--- src/rtl/serial_deserializer_pkg.sv ---
// ============================================================================
// serial_deserializer_pkg : shared FSM encodings and defaults | Rev 1.0
// ============================================================================
`default_nettype none

package serial_deserializer_pkg;

   localparam int DESER_WIDTH_DEF = 8;

   typedef enum logic [0:0] {
      ST_IDLE  = 1'b0,
      ST_SHIFT = 1'b1
   } deser_state_t;

endpackage : serial_deserializer_pkg

`default_nettype wire

--- src/rtl/serial_deserializer_if.sv ---
// ============================================================================
// serial_deserializer_if : serial bit input and word valid/ready output | Rev 1.0
// ============================================================================
`default_nettype none

interface serial_deserializer_if #(
   parameter int WIDTH = 8
);
   logic             din;
   logic             din_en;
   logic             sync;
   logic [WIDTH-1:0] dout;
   logic             dout_valid;
   logic             dout_ready;
   logic             overflow;
   logic             clr_ovf;

   modport master (
      output din, din_en, sync, dout_ready, clr_ovf,
      input  dout, dout_valid, overflow
   );

   modport slave (
      input  din, din_en, sync, dout_ready, clr_ovf,
      output dout, dout_valid, overflow
   );
endinterface : serial_deserializer_if

`default_nettype wire

--- src/rtl/serial_deserializer_shift_reg.sv ---
// ============================================================================
// deser_shift_reg : serial-in shift register, exposes next-cycle word | Rev 1.0
// ============================================================================
`default_nettype none

module deser_shift_reg #(
   parameter int WIDTH     = 8,
   parameter int MSB_FIRST = 1
) (
   input  logic             clk,
   input  logic             rst_n,
   input  logic             en,
   input  logic             din,
   input  logic             clr,
   output logic [WIDTH-1:0] word_nxt
);
   logic [WIDTH-1:0] r_sr;
   logic [WIDTH-1:0] w_base;
   logic [WIDTH-1:0] w_shifted;

   // clr and en together means the incoming bit is the first of a fresh word
   always_comb w_base = clr ? '0 : r_sr;

   generate
      if (MSB_FIRST != 0) begin : g_msb_first
         always_comb w_shifted = {w_base[WIDTH-2:0], din};
      end else begin : g_lsb_first
         always_comb w_shifted = {din, w_base[WIDTH-1:1]};
      end
   endgenerate

   always_comb word_nxt = en ? w_shifted : w_base;

   always_ff @(posedge clk or negedge rst_n) begin
      if (!rst_n) begin
         r_sr <= '0;
      end else begin
         r_sr <= word_nxt;
      end
   end
endmodule : deser_shift_reg

`default_nettype wire

--- src/rtl/serial_deserializer.sv ---
// ============================================================================
// serial_deserializer : frames serial bits into words, one-entry output hold | Rev 1.0
// ============================================================================
`default_nettype none

module serial_deserializer
   import serial_deserializer_pkg::*;
#(
   parameter int WIDTH      = DESER_WIDTH_DEF,
   parameter int MSB_FIRST  = 1,
   parameter int CONTINUOUS = 1
) (
   input  logic                  clk,
   input  logic                  rst_n,
   serial_deserializer_if.slave  bus
);
   localparam int             CW     = $clog2(WIDTH);
   localparam logic [CW-1:0]  c_last = CW'(WIDTH - 1);

   deser_state_t     r_state, w_state_nxt;
   logic [CW-1:0]    r_count, w_count_nxt;
   logic             w_complete;
   logic             w_take;
   logic [WIDTH-1:0] w_word_nxt;
   logic [WIDTH-1:0] r_dout;
   logic             r_valid;
   logic             r_overflow;

   assign w_take = bus.din_en && (bus.sync || (r_state == ST_SHIFT));

   deser_shift_reg #(
      .WIDTH     (WIDTH),
      .MSB_FIRST (MSB_FIRST)
   ) u_shift (
      .clk      (clk),
      .rst_n    (rst_n),
      .en       (w_take),
      .din      (bus.din),
      .clr      (bus.sync),
      .word_nxt (w_word_nxt)
   );

   always_ff @(posedge clk or negedge rst_n) begin
      if (!rst_n) begin
         r_state <= ST_IDLE;
         r_count <= '0;
      end else begin
         r_state <= w_state_nxt;
         r_count <= w_count_nxt;
      end
   end

   // sync outranks completion: a restart on the last bit never emits a word
   always_comb begin
      w_state_nxt = r_state;
      w_count_nxt = r_count;
      w_complete  = 1'b0;
      if (bus.sync) begin
         w_state_nxt = ST_SHIFT;
         w_count_nxt = bus.din_en ? CW'(1) : '0;
      end else if ((r_state == ST_SHIFT) && bus.din_en) begin
         if (r_count == c_last) begin
            w_complete  = 1'b1;
            w_count_nxt = '0;
            w_state_nxt = (CONTINUOUS != 0) ? ST_SHIFT : ST_IDLE;
         end else begin
            w_count_nxt = r_count + CW'(1);
         end
      end
   end

   always_ff @(posedge clk or negedge rst_n) begin
      if (!rst_n) begin
         r_dout     <= '0;
         r_valid    <= 1'b0;
         r_overflow <= 1'b0;
      end else begin
         if (w_complete && (!r_valid || bus.dout_ready)) begin
            r_dout  <= w_word_nxt;
            r_valid <= 1'b1;
         end else if (r_valid && bus.dout_ready) begin
            r_valid <= 1'b0;
         end

         if (w_complete && r_valid && !bus.dout_ready) begin
            r_overflow <= 1'b1;
         end else if (bus.clr_ovf) begin
            r_overflow <= 1'b0;
         end
      end
   end

   assign bus.dout       = r_dout;
   assign bus.dout_valid = r_valid;
   assign bus.overflow   = r_overflow;
endmodule : serial_deserializer

`default_nettype wire
--- src/flat_wrapper.sv ---
// flat-port wrapper written by rule: the top's interface ports become plain ports
module serial_deserializer_flat import serial_deserializer_pkg::*;
#(
   parameter int WIDTH      = DESER_WIDTH_DEF,
   parameter int MSB_FIRST  = 1,
   parameter int CONTINUOUS = 1
)
  (clk, rst_n, bus_din, bus_din_en, bus_sync, bus_dout_ready, bus_clr_ovf, bus_dout, bus_dout_valid, bus_overflow);
  serial_deserializer_if #(.WIDTH(WIDTH)) bus_i ();
  input  logic clk;
  input  logic rst_n;
  input wire logic [$bits(bus_i.din)-1:0] bus_din;
  input wire logic [$bits(bus_i.din_en)-1:0] bus_din_en;
  input wire logic [$bits(bus_i.sync)-1:0] bus_sync;
  input wire logic [$bits(bus_i.dout_ready)-1:0] bus_dout_ready;
  input wire logic [$bits(bus_i.clr_ovf)-1:0] bus_clr_ovf;
  output wire logic [$bits(bus_i.dout)-1:0] bus_dout;
  output wire logic [$bits(bus_i.dout_valid)-1:0] bus_dout_valid;
  output wire logic [$bits(bus_i.overflow)-1:0] bus_overflow;
  assign bus_i.din = bus_din;
  assign bus_i.din_en = bus_din_en;
  assign bus_i.sync = bus_sync;
  assign bus_i.dout_ready = bus_dout_ready;
  assign bus_i.clr_ovf = bus_clr_ovf;
  assign bus_dout = bus_i.dout;
  assign bus_dout_valid = bus_i.dout_valid;
  assign bus_overflow = bus_i.overflow;
  serial_deserializer #(.WIDTH(WIDTH), .MSB_FIRST(MSB_FIRST), .CONTINUOUS(CONTINUOUS)) u_core (.clk(clk), .rst_n(rst_n), .bus(bus_i));
endmodule
--- config.mk ---
export PLATFORM = sky130hd
export DESIGN_NAME = serial_deserializer_flat
export DESIGN_NICKNAME = d
export VERILOG_FILES = /design/src/rtl/serial_deserializer_pkg.sv /design/src/rtl/serial_deserializer_if.sv /design/src/rtl/serial_deserializer_shift_reg.sv /design/src/rtl/serial_deserializer.sv /design/src/flat_wrapper.sv
export SDC_FILE = /design/constraint.sdc
export NUM_CORES = 1
export LEC_CHECK = 0
export BUFFER_PORTS_ARGS = -buffer_cell sky130_fd_sc_hd__buf_2
export CAP_MARGIN = 20
export CORE_ASPECT_RATIO = 0.75
export CORE_MARGIN = 4
export CORE_UTILIZATION = 52
export DETAILED_ROUTE_END_ITERATION = 10
export PLACE_DENSITY = 0.82
export SLEW_MARGIN = 10
export SYNTH_ARGS = -nofsm -noshare
export SYNTH_HDL_FRONTEND = slang
export SYNTH_HIERARCHICAL = 1
export SYNTH_SLANG_ARGS = --single-unit
--- constraint.sdc ---
create_clock -name clk -period 1.8 [get_ports clk]
set_input_delay 0.45 -clock clk [delete_from_list [all_inputs] [get_ports clk]]
set_output_delay 0.45 -clock clk [all_outputs]
set_load 0.02 [all_outputs]
# == Word-level counts from Yosys, hierarchy flattened ==
# Cells that the tools add are included.
# totals
reg_bits,22
latchBits,0
mem_bits_rw,0
mem_bits_ro,0
in_bits,7
memories,0
# op_classes
add_sub_neg,1
mul,0
div_mod_pow,0
n_lt_le_gt_ge,0
eq_ne,1
shifts,0
muxes,16
bitwise_logic,0
reduce_logical,15
# op_table
cell,n
$mux 8,2
$mux 1,11
$mux 3,3
$reduce_bool 2->1,4
$logic_and 1x1->1,6
$add 3x1->3 const B,1
$eq 3x3->1 const B,1
$logic_not 1->1,2
$logic_or 1x1->1,2
$reduce_and 2->1,1

# == Logic depth before layout (Yosys ltp) ==
# Gate-level depths: netlist of the first run.
# logic_depth
depth_word,7
mapped_depth,6

# == Modules after synthesis ==
# The synthesis of the first run kept the hierarchy.
# by_module_without_submodules
module,instances,cells_per_inst,area_each_um2
serial_deserializer,1,44,618.1
deser_shift_reg,1,26,325.3

# == Worst setup path after synthesis of the first run ==
# OpenSTA, ideal clock, no wires.
# synth_timing
path_kind,input-to-reg
start,in bus_sync
end,reg u_core.r_dout[0] (netlist: u_core/bus.dout[0])
setup_ns,0.125
arrival_ns,1.483
slack_ns,0.192
path_stages,5
n_path_buf,1
path_cell_list,or2_2 > and2_1 > buf_6 > a22o_1 > mux2_4
# synth_via
elab_chain_cells,3
# synth_lines
item,line_no,text
from (decl),flat_wrapper.sv:14,input wire logic [$bits(bus_i.sync)-1:0] bus_sync;
$logic_or 1x1->1,serial_deserializer.sv:29,assign w_take = bus.din_en && (bus.sync || (r_state == ST_SHIFT));
$logic_and 1x1->1,serial_deserializer.sv:29,
named net u_core.w_take,serial_deserializer.sv:23,logic w_take;
$mux 8,serial_deserializer_shift_reg.sv:32,always_comb word_nxt = en ? w_shifted : w_base;
named net u_core.w_word_nxt[0],serial_deserializer.sv:24,logic [WIDTH-1:0] w_word_nxt;
to (signal assigned),serial_deserializer.sv:79,r_dout <= w_word_nxt;
to (decl),serial_deserializer.sv:25,logic [WIDTH-1:0] r_dout;
# The timed path passes the listed nets, and every way through them passes these cells.
# A chain may end at the register's enable or synchronous reset.

# == Worst setup path after layout of the first run ==
# layout_timing
start,reg u_core.r_state
end,reg u_core.r_dout[7] (netlist: u_core/bus.dout[7])
# layout_lines
item,line_no,text
from (decl),serial_deserializer.sv:20,"deser_state_t r_state, w_state_nxt;"
from (signal assigned),serial_deserializer.sv:48,r_state <= w_state_nxt;
$logic_or 1x1->1,serial_deserializer.sv:29,
$logic_and 1x1->1,serial_deserializer.sv:29,
named net u_core.w_take,serial_deserializer.sv:23,
$mux 8,serial_deserializer_shift_reg.sv:32,
named net u_core.w_word_nxt[7],serial_deserializer.sv:24,
# The timed path passes the listed nets, and every way through them passes these cells.

==> metrics.txt, run 1 <==
status completed; DIE AREA 2570 um2; top cell type by total area after synthesis dfrtp_1; clk buf depth 2; CP Max Fanout 9; Worst Hold Class in2async; Fillers 151; pwr/cell area 758 nW/um2; vias per cell 5.10; Final Cycle Share 91.3%; GP Congestion 0.720; Row Count 13; final setup fails 0; worst hold margin 0.0728 ns; max-cap violations 0; cell area after synthesis 943 um2; worst setup path category reg2reg; Worst Skew 0.00402 ns; initial antenna violation count 0; CTS root buf clkbuf_4; synthesized flop and latch total 22; first-pass GRT wire length 2.76 mm; CTS tree yes; die height 44.9 um; vias in the first global route 607; top-level port count 17; clk_lat worst skew 0.31 ns; asr flop ratio synth 100%; die width 57.2 um; Initial Util 54.7%; most instantiated library cell after synthesis dfrtp_1; Worst Path Arrival 1.85 ns; Post-DRT Antenna Nets 0; CP Capture Type flop; # DRC 0; RSZ-0062 raised after global routing no; Post-CTS Setup Inserts 0; CTS HTree Levels 1; First DRT Iteration DRCs 16; post-layout util 63.5%; # hold bufs at CTS 0; Area contributors post-synth dfrtp_1, mux2_4, mux2i_1; largest net degree at the start of global routing 23; gr ovfl total 0; Setup crit start kind flop; top-area cell type share of the netlist area 58.4%; Max Slew Vio Count 0; CP top delay family simple AND/OR/NAND/NOR gates; number of port buffers 16; Routed WL 1.58 mm; maximum VDD drop 593 uV; layout net count 100; library cells used by synthesis 21; area of the multi-input gates 362 um2; DR WL/cell 14.1 um; Gate Count Post-Synth 70; Detail Placement HPWL 1.18 mm; LEAKAGE 0.579 nW; Worst path max stage delay 0.40 ns; number of CTS-inserted buffers 3; predominant post-synthesis flop cell dfrtp_1; Core Area 1720 um2; relative slew slack 69.4%; FF+latch area 551 um2; clock slew at reported path FFs 0.11 ns; Final Hold Fails 0; EDFF count, synth 0; top cells by count, synth dfrtp_1, mux2_4, nor2_1; Finished Layout Cells 112; register area share after synthesis 58.4%; DRT Pass-1 Iters 2; worst slew pin tran 0.459 ns; synth warn 6; CP Cell Sequence or2_2, and2_1, mux2i_1, nor2_1, mux2_4; Sink Count 22; antenna cells 0; Overall Global Routing Usage 14.9%; Mapped Nets 79; Pwr Total 0.830 mW; placed insts 108; Max Freq 608 MHz; post-layout min period 1.64 ns; share of layout cells above drive strength 1 37.8%; slowest CP cell dfrtp_1; Post-CTS Resized 0; Critical path buffers and inverters 0; worst path required time 2.00 ns; Synth Area per Inst 13.5 um2; via count 571; Area Growth Syn to Fin 16.0%
[final timing paths]
check	start	end	slack, ns	cells past startpoint
worst max-delay path	u_core/r_state	u_core/bus.dout[7]	0.16	5
worst min-delay path	rst_n	u_core/bus.dout[1]	0.07	1
worst max register to register	u_core/r_state	u_core/bus.dout[7]	0.16	5
worst min register to register	u_core/r_state	u_core/r_state	0.51	1
max in group asynchronous	rst_n	u_core/bus.dout[6]	1.41	1
min in group clk	bus_clr_ovf	u_core/bus.overflow	0.32	2
[power breakdown]
| group | internal (mW) | switching (mW) |
|---|---|---|
| registers | 0.504 | 0.00688 |
| clock network | 0.124 | 0.143 |
| logic | 0.0221 | 0.0315 |
[sequential cells by signal, indices dropped and copies added, names as in the netlist]
name	cells
u_core/bus.dout_valid	1
u_core/r_count	3
u_core/r_state	1
u_core/bus.overflow	1
u_core/bus.dout	8
u_core/u_shift/r_sr	8
[cell type report]
type	instances	area share, %
Sequential cell	22	50.3
Multi-Input combinational cell	44	33.0
Timing Repair Buffer	19	10.5
Clock buffer	4	3.31
Tap cell	22	2.51
Inverter	1	0.343
[layout by cell type, fill, tap and decap left out, drive strengths merged]
cell,instances
mux2i,7
nand3b,1
clkbuf,4
and2,1
buf,19
nand4b,1
inv,1
nor2,8
o22ai,1
a22o,1
nand2,5
ha,2
mux2,8
o21ai,1
nand3,2
dfrtp,22
a21oi,2
nor3b,1
nor2b,1
or2,1
nand2b,1
[through the flow]
step | setup WS [ns] | area (um2) | setup TNS [ns]
2_1_floorplan | 0.192 | 943 | 0
3_3_place_gp | 0.00331 | 1060 | 0
3_5_place_dp | -0.0294 | 1060 | -0.0402
4_1_cts | 0.151 | 1090 | 0
5_1_grt | 0.0424 | 1090 | 0
6_report | 0.156 | 1090 | 0
[metal layers]
| layer | share of wire [%] | GRT usage (%) | vias to the layer above |
|---|---|---|---|
| met5 | 0 | 0 | - |
| met4 | 1.2 | 6.94 | 0 |
| met3 | 6.4 | 6.29 | 4 |
| met2 | 46 | 23.7 | 14 |
| met1 | 47 | 17.9 | 272 |
| li1 | - | - | 281 |
[kinds of logic (layout without fill, tap and decap cells)]
group | after synthesis | count (layout) | share of synthesized area, %
AO/OA/AOI/OAI | 5 | 5 | 3.18
adder cells (fa/ha/maj) | 2 | 2 | 2.65
buffers and inverters | 4 | 24 | 3.31
flip-flops | 22 | 22 | 58.4
multiplexers | 15 | 15 | 20.2
AND/OR/NAND/NOR | 22 | 22 | 12.3
No activity file was read; power rests on OpenSTA's default activity.
==> run 2: changes to the inputs <==
PLACE_DENSITY = 0.75   (was 0.82)
==> run 2 against run 1 <==
Net effect:
- first-iteration DRC count is 69% lower
- final area unchanged
- clock-buffer cell count stayed put
- non-clock buffer count unchanged
- total power decreased by 0.70%
- core utilization is the same
- worst setup slack got worse by 0.0014 ns
- critical endpoint is now u_core/bus.dout[6]
- largest cell class unchanged
- largest power group unchanged
- highest routed layer is now met3
==> metrics.txt, run 2 (synthesized netlist as in run 1, its figures left out) <==
relative slew slack 67.7%; CTS root buf clkbuf_4; gr ovfl total 0; Final Cycle Share 91.4%; post-layout min period 1.65 ns; share of layout cells above drive strength 1 37.8%; worst hold margin 0.0902 ns; Setup WS pre-CTS -0.0198 ns; First DRT Iteration DRCs 5; Routed WL 1.55 mm; # DRC 0; most common library cell in the layout ignoring fill and taps dfrtp_1; Area Growth Syn to Fin 16.0%; via count 549; Worst Skew 0.00496 ns; worst setup path category reg2reg; CP Cell Sequence ha_1, ha_1, nand4b_2, nor2b_2, buf_12, mux2_4; setup tns final 0 ns; CP Capture Type flop; area post-placement 1060 um2; clock slew at reported path FFs 0.11 ns; initial antenna violation count 0; max-cap violations 0; DRT Pass-1 Iters 3; Final WS setup 0.154 ns; Worst Path Arrival 1.84 ns; Row Count 13; CP most frequent cell ha_1; Post-CTS Resized 0; maximum VDD drop 546 uV; GP Congestion 0.715; FF+latch area 551 um2; Overall Global Routing Usage 14.3%; vias per cell 4.90; Worst Hold Class in2async; cell area after layout 1090 um2; Initial Util 54.7%; CP top delay family flip-flops; pwr/cell area 753 nW/um2; Critical path buffers and inverters 1; worst slew pin tran 0.485 ns; most frequent cells in the layout dfrtp_1, buf_2, mux2_4, nor2_1, mux2i_1; DR WL/cell 13.9 um; CP Max Fanout 8; top-level port count 17; Core Area 1720 um2; vias in the first global route 556; clk_lat worst skew 0.30 ns; LEAKAGE 0.579 nW; Sink Count 22; Max Slew Vio Count 0; # hold bufs at CTS 0; CTS tree yes; Post-DRT Antenna Nets 0; Detail Placement HPWL 1.13 mm; die width 57.2 um; Fillers 144; Max Freq 608 MHz; status completed; first-pass GRT wire length 2.70 mm; Setup crit start kind flop; largest net degree at the start of global routing 23; die height 44.9 um; Final Hold Fails 0; RSZ-0062 raised after global routing no; CTS HTree Levels 1; antenna cells 0; worst path required time 1.99 ns; Worst path max stage delay 0.39 ns; clk buf depth 2; final setup fails 0; DIE AREA 2570 um2; Post-CTS Setup Inserts 0; slowest CP cell dfrtp_1; Pwr Total 0.824 mW; area of the multi-input gates 362 um2; number of CTS-inserted buffers 3; number of port buffers 16; layout net count 100
==> run 2: cell counts in the layout (fill, tap and decap cells not counted) <==
Identical to the previous run, type by type.
==> run 2: layout make-up <==
class                   instances  area share [%]
well taps                      22            2.51
multi-input cells              44            33.0
inverters                       1           0.343
repair buffers                 19            10.5
flip-flops and latches         22            50.3
clock buffers                   4            3.31
==> run 2: routing by layer <==
metal	vias up	global-route usage (%)	wire [um]
li1	279	-	-
met1	254	20.8	786
met2	16	19.8	656
met3	0	6.57	111
met4	0	2.78	0
met5	-	0	0
==> run 2: per-stage QoR <==
stage / util, % / std cells
after floorplan: - / 70
after global placement: 61.4 / 108
after detailed placement: 61.4 / 108
after CTS: 63.5 / 112
after global routing: 63.5 / 112
final: 63.5 / 112
==> run 2: worst reg2reg max path, delay by kind of cell (launching register included) <==
kind                     cells  cell delay, ns
AND/OR/NAND/NOR              2            0.32
multiplexers                 1            0.30
buffers and inverters        1            0.15
adder cells (fa/ha/maj)      2            0.36
flip-flops                   1            0.39
==> run 2: where the power goes <==
part	switching (mW)	total [mW]	internal [mW]
Clock	0.137	0.260	0.123
Sequential	0.00643	0.510	0.504
Combinational	0.0321	0.0541	0.0220
Total	0.175	0.824	0.649
==> run 2: path summary, 6_finish.rpt <==
kind                       slack (ns)                endpoint               from  cells past startpoint
setup / recovery                 0.15      u_core/bus.dout[6]  u_core/r_count[0]                      6
hold / removal                   0.09       u_core/r_count[2]              rst_n                      1
setup reg to reg                 0.15      u_core/bus.dout[6]  u_core/r_count[0]                      6
hold reg to reg                  0.50          u_core/r_state     u_core/r_state                      1
max in group asynchronous        1.38  u_core/u_shift/r_sr[7]              rst_n                      1
min in group clk                 0.33     u_core/bus.overflow        bus_clr_ovf                      2
==> run 3: changes to the inputs <==
CORE_UTILIZATION = 25   (was 52)
PLACE_DENSITY = default   (was 0.75)
==> run 3 against run 2 <==
Net effect:
- final area is 3.3% higher
- total power is 4.4% higher
- clock power increased by 14%
- routed wire length increased by 5.0%
==> metrics.txt, run 3 (synthesized netlist as in run 1, its figures left out) <==
first-pass GRT wire length 2.82 mm; Sink Count 22; status completed; Routed WL 1.63 mm; die width 78.9 um; Overall Global Routing Usage 7.63%; Post-DRT Antenna Nets 0; die height 61.2 um; maximum VDD drop 273 uV; relative slew slack 67.5%; Setup crit start kind flop; most frequent cells in the layout dfrtp_1, buf_2, mux2_4, nor2_1, mux2i_1; sw power 0.185 mW; Worst Path Arrival 1.78 ns; largest net degree at the start of global routing 23; CTS HTree Levels 1; # hold bufs at CTS 0; pwr/cell area 760 nW/um2; CP Cell Sequence or2_2, and2_2, mux2i_1, nor2_1, mux2_4; CP Capture Type flop; clk buf depth 2; final setup fails 0; top sig layer met3; layout net count 99; worst slew pin tran 0.487 ns; slowest CP cell dfrtp_1; clk_lat worst skew 0.26 ns; Row Count 19; number of port buffers 16; worst hold margin 0.145 ns; Worst Skew 0.00258 ns; placed insts 137; max-cap violations 0; via count 563; CTS tree yes; Final Hold Fails 0; CTS root buf clkbuf_8; most common library cell in the layout ignoring fill and taps dfrtp_1; Int Power 0.675 mW; Reg2Reg Capture Point u_core/bus.dout[7]; Post-CTS Setup Inserts 0; met1 WL 815 um; post-layout min period 1.64 ns; switch share 21.6%; Core Area 3640 um2; Detail Placement HPWL 1.18 mm; top-level port count 17; RSZ-0062 raised after global routing no; vias in the first global route 557; Area Growth Syn to Fin 19.9%; Final Cycle Share 91.0%; Post-CTS Resized 0; DR WL/cell 11.7 um; antenna cells 0; DIE AREA 4830 um2; CP Max Fanout 9; Worst path max stage delay 0.44 ns; FF-to-FF setup slack 0.16 ns; # DRC 0; First DRT Iteration DRCs 12; worst path required time 1.94 ns; reg2reg start u_core/r_state; vias per cell 4.02; Seq pwr share 59.3%; gr ovfl total 0; metal2 WL 697 um; worst setup path category reg2reg; Initial Util 25.9%; number of CTS-inserted buffers 3; FF-to-FF path depth 5; clock share of power 34.5%; Max Freq 610 MHz; Finished Layout Cells 140; initial antenna violation count 0; metal3 WL 120 um; combinational power share 6.2%; share of layout cells above drive strength 1 37.5%; GP Congestion 0.691; Max Slew Vio Count 0; LEAKAGE 0.576 nW; Worst Hold Class in2async; DRT Pass-1 Iters 2; clock slew at reported path FFs 0.07 ns
run 3: how the worst max path moves through the flow:
stage / cells past startpoint / end / from / slack [ns]
2_1_floorplan: 5 / u_core/bus.dout[0] / bus_sync / 0.19
3_3_place_gp: 6 / u_core/bus.dout[5] / bus_sync / -0.00007
3_5_place_dp: 6 / u_core/bus.dout[1] / bus_sync / -0.02
4_1_cts: 5 / u_core/bus.dout[7] / u_core/r_state / 0.09
5_1_grt: 5 / u_core/bus.dout[4] / u_core/r_state / 0.06
6_report: 5 / u_core/bus.dout[7] / u_core/r_state / 0.16
run 3: area by class of cell:
class | instances | area (um2)
flip-flops and latches | 22 | 551
inverters | 1 | 3.75
repair buffers | 18 | 108
well taps | 52 | 65.1
fillers | 384 | 2510
multi-input cells | 44 | 363
clock buffers | 3 | 41.3
run 3: stage by stage:
stage | utilization (%) | setup TNS, ns | power (mW) | setup slack [ns] | area, um2
floorplan | - | 0 | 0.550 | 0.192 | 943
global placement | 29.9 | -0.0000738 | 0.572 | -0.0000738 | 1090
detailed placement | 29.9 | -0.0901 | 0.574 | -0.0181 | 1090
CTS | 31.1 | 0 | 0.877 | 0.0943 | 1130
global route | 31.1 | 0 | 0.910 | 0.0582 | 1130
finish | 31.1 | 0 | 0.860 | 0.162 | 1130
run 3: layer usage:
metal  up-vias  GRT usage (%)
met3         0           3.80
met2        15           10.5
li1        274              -
met4         0           1.47
met1       274           10.8
met5         -              0
run 3: power by group through the flow:
stage          Sequential [mW]  Clock (mW)  Combinational (mW)
2_1_floorplan            0.518           0              0.0311
3_3_place_gp             0.519           0              0.0528
3_5_place_dp             0.519           0              0.0548
4_1_cts                  0.510       0.313              0.0548
5_1_grt                  0.511       0.338              0.0610
6_report                 0.510       0.297              0.0532
run 3: critical path, delay by kind of cell, from the launching register on:
kind          cells  cell delay [ns]
flops             1             0.44
mux               2             0.43
simple gates      3             0.65
